--- src/rtl/mem_arbiter.sv ---
// Two-port (fetch/data) arbiter in front of a single-port synchronous RAM.
// Grants are combinational; responses return one cycle later via an in-flight tag.
module mem_arbiter #(
    parameter int STARVE_MAX = 4,
    parameter bit RR         = 1'b0
) (
    input  logic        clk,
    input  logic        rst,
    input  logic        i_req,
    input  logic [31:0] i_addr,
    output logic        i_gnt,
    output logic        i_valid,
    output logic [31:0] i_rdata,
    input  logic        d_req,
    input  logic        d_we,
    input  logic [31:0] d_addr,
    input  logic [31:0] d_wdata,
    output logic        d_gnt,
    output logic        d_valid,
    output logic        d_misalign,
    output logic [31:0] d_rdata,
    output logic        ram_en,
    output logic        ram_we,
    output logic [31:0] ram_addr,
    output logic [31:0] ram_di,
    input  logic [31:0] ram_dout
);
    localparam logic [3:0] SMAX = 4'(STARVE_MAX);

    logic [3:0]  starve_q, starve_d;
    logic        rr_fetch_q, rr_fetch_d;
    logic        tag_vld_q, tag_vld_d;
    logic        tag_dat_q, tag_dat_d;
    logic        tag_we_q, tag_we_d;
    logic        tag_mis_q, tag_mis_d;
    logic [31:0] i_rdata_q, d_rdata_q;
    logic        conflict, fetch_win;

    always_comb begin
        conflict  = i_req & d_req;
        fetch_win = RR ? rr_fetch_q : (starve_q == SMAX);
        i_gnt     = i_req & (~d_req | fetch_win);
        d_gnt     = d_req & ~i_gnt;
        ram_en    = i_req | d_req;
        ram_we    = d_gnt & d_we;
        ram_addr  = d_gnt ? d_addr : i_addr;
        ram_di    = d_gnt ? d_wdata : '0;

        // Fetch's starvation count only matters under fixed data priority.
        starve_d = starve_q;
        if (RR || i_gnt)
            starve_d = '0;
        else if (conflict && starve_q != SMAX)
            starve_d = starve_q + 4'd1;

        rr_fetch_d = rr_fetch_q;
        if (RR && conflict)
            rr_fetch_d = ~rr_fetch_q;

        tag_vld_d = ram_en;
        tag_dat_d = d_gnt;
        tag_we_d  = d_gnt & d_we;
        tag_mis_d = d_gnt & (d_addr[1:0] != 2'b00);
    end

    always_comb begin
        i_valid    = tag_vld_q & ~tag_dat_q;
        d_valid    = tag_vld_q & tag_dat_q;
        d_misalign = d_valid & tag_mis_q;
        // Fresh RAM data is forwarded on the pulse, then held in the capture register.
        i_rdata    = i_valid ? ram_dout : i_rdata_q;
        d_rdata    = (d_valid & ~tag_we_q) ? ram_dout : d_rdata_q;
    end

    always_ff @(posedge clk or posedge rst) begin
        if (rst) begin
            starve_q   <= '0;
            rr_fetch_q <= 1'b0;
            tag_vld_q  <= 1'b0;
            tag_dat_q  <= 1'b0;
            tag_we_q   <= 1'b0;
            tag_mis_q  <= 1'b0;
            i_rdata_q  <= '0;
            d_rdata_q  <= '0;
        end else begin
            starve_q   <= starve_d;
            rr_fetch_q <= rr_fetch_d;
            tag_vld_q  <= tag_vld_d;
            tag_dat_q  <= tag_dat_d;
            tag_we_q   <= tag_we_d;
            tag_mis_q  <= tag_mis_d;
            i_rdata_q  <= i_rdata;
            d_rdata_q  <= d_rdata;
        end
    end
endmodule
--- config.mk ---
export PLATFORM = sky130hd
export DESIGN_NAME = mem_arbiter
export DESIGN_NICKNAME = d
export VERILOG_FILES = /design/src/rtl/mem_arbiter.sv
export SDC_FILE = /design/constraint.sdc
export NUM_CORES = 1
export LEC_CHECK = 0
export CAP_MARGIN = 20
export CORE_MARGIN = 2
export CORE_UTILIZATION = 33
export DETAILED_ROUTE_END_ITERATION = 7
export GPL_TIMING_DRIVEN = 0
export MAX_ROUTING_LAYER = met4
export PLACE_DENSITY = 0.77
export SKIP_CTS_REPAIR_TIMING = 1
export SLEW_MARGIN = 30
export SYNTH_ARGS = -nofsm -noshare
export SYNTH_HDL_FRONTEND = slang
export SYNTH_SLANG_ARGS = --single-unit
--- constraint.sdc ---
create_clock -name clk -period 2.74 [get_ports clk]
set_input_delay 0.685 -clock clk [delete_from_list [all_inputs] [get_ports clk]]
set_output_delay 0.685 -clock clk [all_outputs]
set_load 0.03 [all_outputs]
* After elaboration in Yosys (flattened, before gate mapping) *
Index checks and enable logic that the tools add are counted.

word-level totals
  register bits after elaboration = 72
  input port bits = 133
  output and inout bits = 135
  word-level logic and storage cells = 34

cells by class
  add/sub/neg operators = 1
  eq/ne operators = 2
  muxes and demuxes = 6
  bitwise operators = 15
  reductions and logical operators = 3

operators by type and width
  cell                                                                      number
  32-bit 2-to-1 mux                                                         4
  1-bit bitwise AND                                                         9
  4-bit 2-to-1 mux                                                          2
  4-bit by 1-bit adder with 4-bit output (second input constant)            1
  4-bit by 3-bit equality test with 1-bit output (second input constant)    1
  4-bit by 3-bit inequality test with 1-bit output (second input constant)  1
  1-bit NOT                                                                 4
  2-bit nonzero test                                                        2
  1-bit bitwise OR                                                          2
  1-bit logical AND                                                         1

* Logic depth before layout (Yosys ltp) *
  depth in word-level cells = 6
  depth in mapped cells = 7
  depth with buffers taken out = 5

* Worst setup path after synthesis *
No wires, ideal clock.

  path kind = reg2out
  start point = register starve_q[0]
  end point = output port ram_di[23]
  arrival = 1653 ps
  data required time = 2055 ps
  setup slack = 402 ps
  stages on the path, launching flop included = 8
  buffers on the path = 2
  cell sequence = dfrtp_1 inv_1 ha_1 and3b_1 a21boi_4 buf_6 buf_6 and2_1

between the ends
  cells in the longest elaborated chain, start to end = 6

RTL lines
  what                                            line  RTL
  start, declared                                 30    logic [3:0] starve_q, starve_d;
  start signal, assigned                          86    starve_q <= starve_d;
  4-bit by 3-bit equality test with 1-bit output  41    fetch_win = RR ? rr_fetch_q : (starve_q == SMAX);
  1-bit bitwise OR                                42    i_gnt = i_req & (~d_req | fetch_win);
  1-bit bitwise AND                               42
  1-bit NOT                                       43    d_gnt = d_req & ~i_gnt;
  1-bit bitwise AND                               43
  net d_gnt                                       18    output logic d_gnt,
  32-bit 2-to-1 mux                               47    ram_di = d_gnt ? d_wdata : '0;
  end, declared                                   25    output logic [31:0] ram_di,

The timed path passes the listed nets, and every way through them passes these cells.

* Worst setup path in the final report *
  start point = register starve_q[0]
  end point = output port ram_addr[9]

between the ends
  cells in the longest elaborated chain, start to end = 6

RTL lines
  what                                            line  RTL
  4-bit by 3-bit equality test with 1-bit output  41
  1-bit bitwise OR                                42
  1-bit bitwise AND                               42
  1-bit NOT                                       43
  1-bit bitwise AND                               43
  32-bit 2-to-1 mux                               46    ram_addr = d_gnt ? d_addr : i_addr;
  end, declared                                   24    output logic [31:0] ram_addr,

No other way between the ends.

==> summary.md <==
| Metric | Value |
|---|---|
| CP max stage delay | 400 ps |
| Worst IR Drop VDD | 0.0003665 V |
| Status | finished with violations |
| Port Buffers | 267 |
| CP required | 2060 ps |
| Final min period | 2898 ps |
| EDFF count, synth | 0 |
| RSZ-0062 raised after global routing | yes |
| Chip width | 105.6 um |
| Setup Skew | 8.640 ps |
| DRC violations left | 0 |
| Clock sinks | 72 |
| Ys flop type | dfrtp_1 |
| Endpoints failing setup | 47 |
| MaxCap Viol Count | 0 |
| Gr usage total | 21.12% |
| Final Cell Area | 0.006888 mm^2 |
| Hold Path Class | reg -> reg |
| Syn Area/Cell | 13.78 um^2 |
| CP Launch Point | starve_q[0]$_DFFE_PP0P_ |
| CP endpoint kind | output port |
| Initial drt markers | 114 |
| Area after DPL | 0.006270 mm^2 |
| Layout area overhead | 102.3% |
| CP Class | reg -> out |
| # diodes | 0 |
| F_max | 0.3450 GHz |
| CP max stage cell | dfrtp_1 |
| WL per Instance | 17.95 um |
| CTS H-Tree Depth | 3 |
| CTS root buf | clkbuf_8 |
| Netlist cell types | 26 |
| Synth cell count leaders | mux2_2 (95), dfrtp_1 (72), and2_1 (35), buf_2 (6), buf_6 (6) |
| Most frequent CP cell | buf_6 |
| Cells after synthesis | 247 |
| Fin cells | 685 |
| Pleak | 3.511 nW |
| Core area | 0.01018 mm^2 |
| Cell chain of the critical path | inv_2 > ha_4 > and3b_2 > a21boi_4 > buf_6 > buf_6 > buf_4 > mux2_4 > buf_6 |
| Final Hold Fails | 0 |
| Total grt overflow | 0 |
| Yosys reg bits | 72 |
| Fin nets | 679 |
| First-pass GRT wire length | 17590 um |
| Clock latency on the worst-skew pair | 340 ps |
| Die area | 0.01115 mm^2 |
| Slew @ Worst Pin | 480.0 ps |
| Starting Density | 33.43% |
| Vias per cell | 4.536 |
| Slew headroom | 68.00% |
| Launch point of the worst reg-to-reg path | starve_q[0]$_DFFE_PP0P_ |
| Synth async-reset ratio | 100.0% |
| Initial antenna violation count | 0 |
| Number of buffers created by CTS | 9 |
| Pwr dens | 630.0 mW/mm^2 |
| Violated checks | negative setup slack |
| Die Ht | 105.6 um |
| Setup crit start kind | register |
| Routed Antenna Nets | 0 |
| Worst Path Max Fanout | 5 |
| Vias in the first global route | 3321 |
| Drt total wl | 12300 um |
| Multi-input gate area | 0.001604 mm^2 |
| Post-synthesis sequential area ratio | 52.92% |
| Fraction of layout cells with a size suffix above 1 | 45.90% |
| Largest net degree at the start of global routing | 39 |
| Top-area cell type share of the netlist area | 52.92% |
| Tcrit/Tclk final | 105.8% |
| CTS Buffer Depth | 2 |
| CTS tree | yes |
| PnR worst setup slack | -158.3 ps |
| Yosys top cell by area | dfrtp_1 |
| Largest cells by area after synthesis | dfrtp_1 (53%), mux2_2 (31%), and2_1 (6.4%), buf_6 (2.0%), buf_2 (0.88%) |
| Most frequent cell after synthesis | mux2_2 |
| Register area | 0.001802 mm^2 |
| 1st-pass router iterations | 4 |
| Placed Cells | 651 |
| YS warnings | 0 |
| Fill cell count | 768 |
| Slew Viols, Final | 0 |
| Clk slew on worst S/H paths | 70 ps |
| # rows | 37 |
| Post-Syn Nets | 382 |
| DPL Wire Length | 9250 um |
| Routability Congestion | 0.7996 |
| CP arrival | 2210 ps |
| HP Start | i_rdata_q[27]$_DFF_PP0_ |
| Final design utilization | 67.63% |
| Vias | 3107 |
| Post-Syn Area | 0.003405 mm^2 |
| Ports | 268 |
-- path summary, 6_finish.rpt --
check                                     endpoint  slack (ps)  cells past startpoint
setup / recovery                       ram_addr[9]        -160                      9
min in group asynchronous   d_rdata_q[3]$_DFF_PP0_         750                      2
hold / removal             i_rdata_q[27]$_DFF_PP0_         490                      1
max in group asynchronous  d_rdata_q[21]$_DFF_PP0_        1450                      3
setup reg to reg               tag_mis_q$_DFF_PP0_         970                      9
hold reg to reg            i_rdata_q[27]$_DFF_PP0_         490                      1
-- cells by family after synthesis --
kind of cell    synth area share (%)
buf+inv                        4.006
mux                            31.75
simple gates                   8.637
compound gates                 1.948
fa+ha+maj                     0.7349
flops                          52.92
-- metrics by stage --
stage | setup TNS (ps) | hold WS [ps] | power [mW] | setup WS [ps]
after floorplan | 0 | 475.1 | 2.586 | 230.1
after detailed placement | -42340 | 481.8 | 3.502 | -680.2
final | -3324 | 494.9 | 4.339 | -158.3
after global placement | -101210 | 473.0 | 3.462 | -825.4
after CTS | -65080 | 500.9 | 4.272 | -691.3
after global routing | -8500 | 509.5 | 4.555 | -240.6
-- area by class of cell --
| class | instances | share of cell area (%) |
|---|---|---|
| clock buffer | 10 | 1.998 |
| sequential | 72 | 26.16 |
| tap | 136 | 2.470 |
| timing repair buffer | 288 | 43.11 |
| inverter | 5 | 0.3088 |
| buffer | 14 | 2.053 |
| multi-input combinational | 154 | 23.29 |
| clock inverter | 6 | 0.6176 |
-- worst max-delay path: cells and delay by family (launching register included) --
family,cells,cell delay [ps]
buffers and inverters,5,590
flip-flops,1,400
multiplexers,1,290
AND/OR/NAND/NOR,1,230
AO/OA/AOI/OAI,1,220
adder cells (fa/ha/maj),1,160
-- cell usage in the layout (no fill, tap or decap), drive strengths merged --
cell,instances
ha,2
and3b,1
nand2,2
a31oi,1
o311ai,1
and3,1
o22ai,2
o31ai,1
clkbuf,20
o21ai,1
clkinvlp,2
clkdlybuf4s50,136
dlymetal6s2s,61
buf,95
clkinv,3
a21boi,1
or2,1
and2,35
mux2,96
nor2b,1
nand3,3
nand4,1
dfrtp,72
nand2b,3
o21a,1
inv,6
-- registers in the layout (all words and copies together), names as in the netlist --
name,count
d_rdata_q,32
i_rdata_q,32
starve_q,4
tag_dat_q,1
tag_mis_q,1
tag_vld_q,1
tag_we_q,1
-- layer usage --
layer  GRT usage [%]  vias up  wire length, um
met5               -        -                0
met2           36.96      134             6715
met1           24.20     1514             4652
met3           6.494       13              802
li1                -     1446                -
met4           3.759        0              125
-- report_power, final --
part | internal, mW | switching, mW
sequential | 1.29 | 0.0692
clock | 0.355 | 0.398
combinational | 1.07 | 1.16
Power figures use the tool's default switching activity.
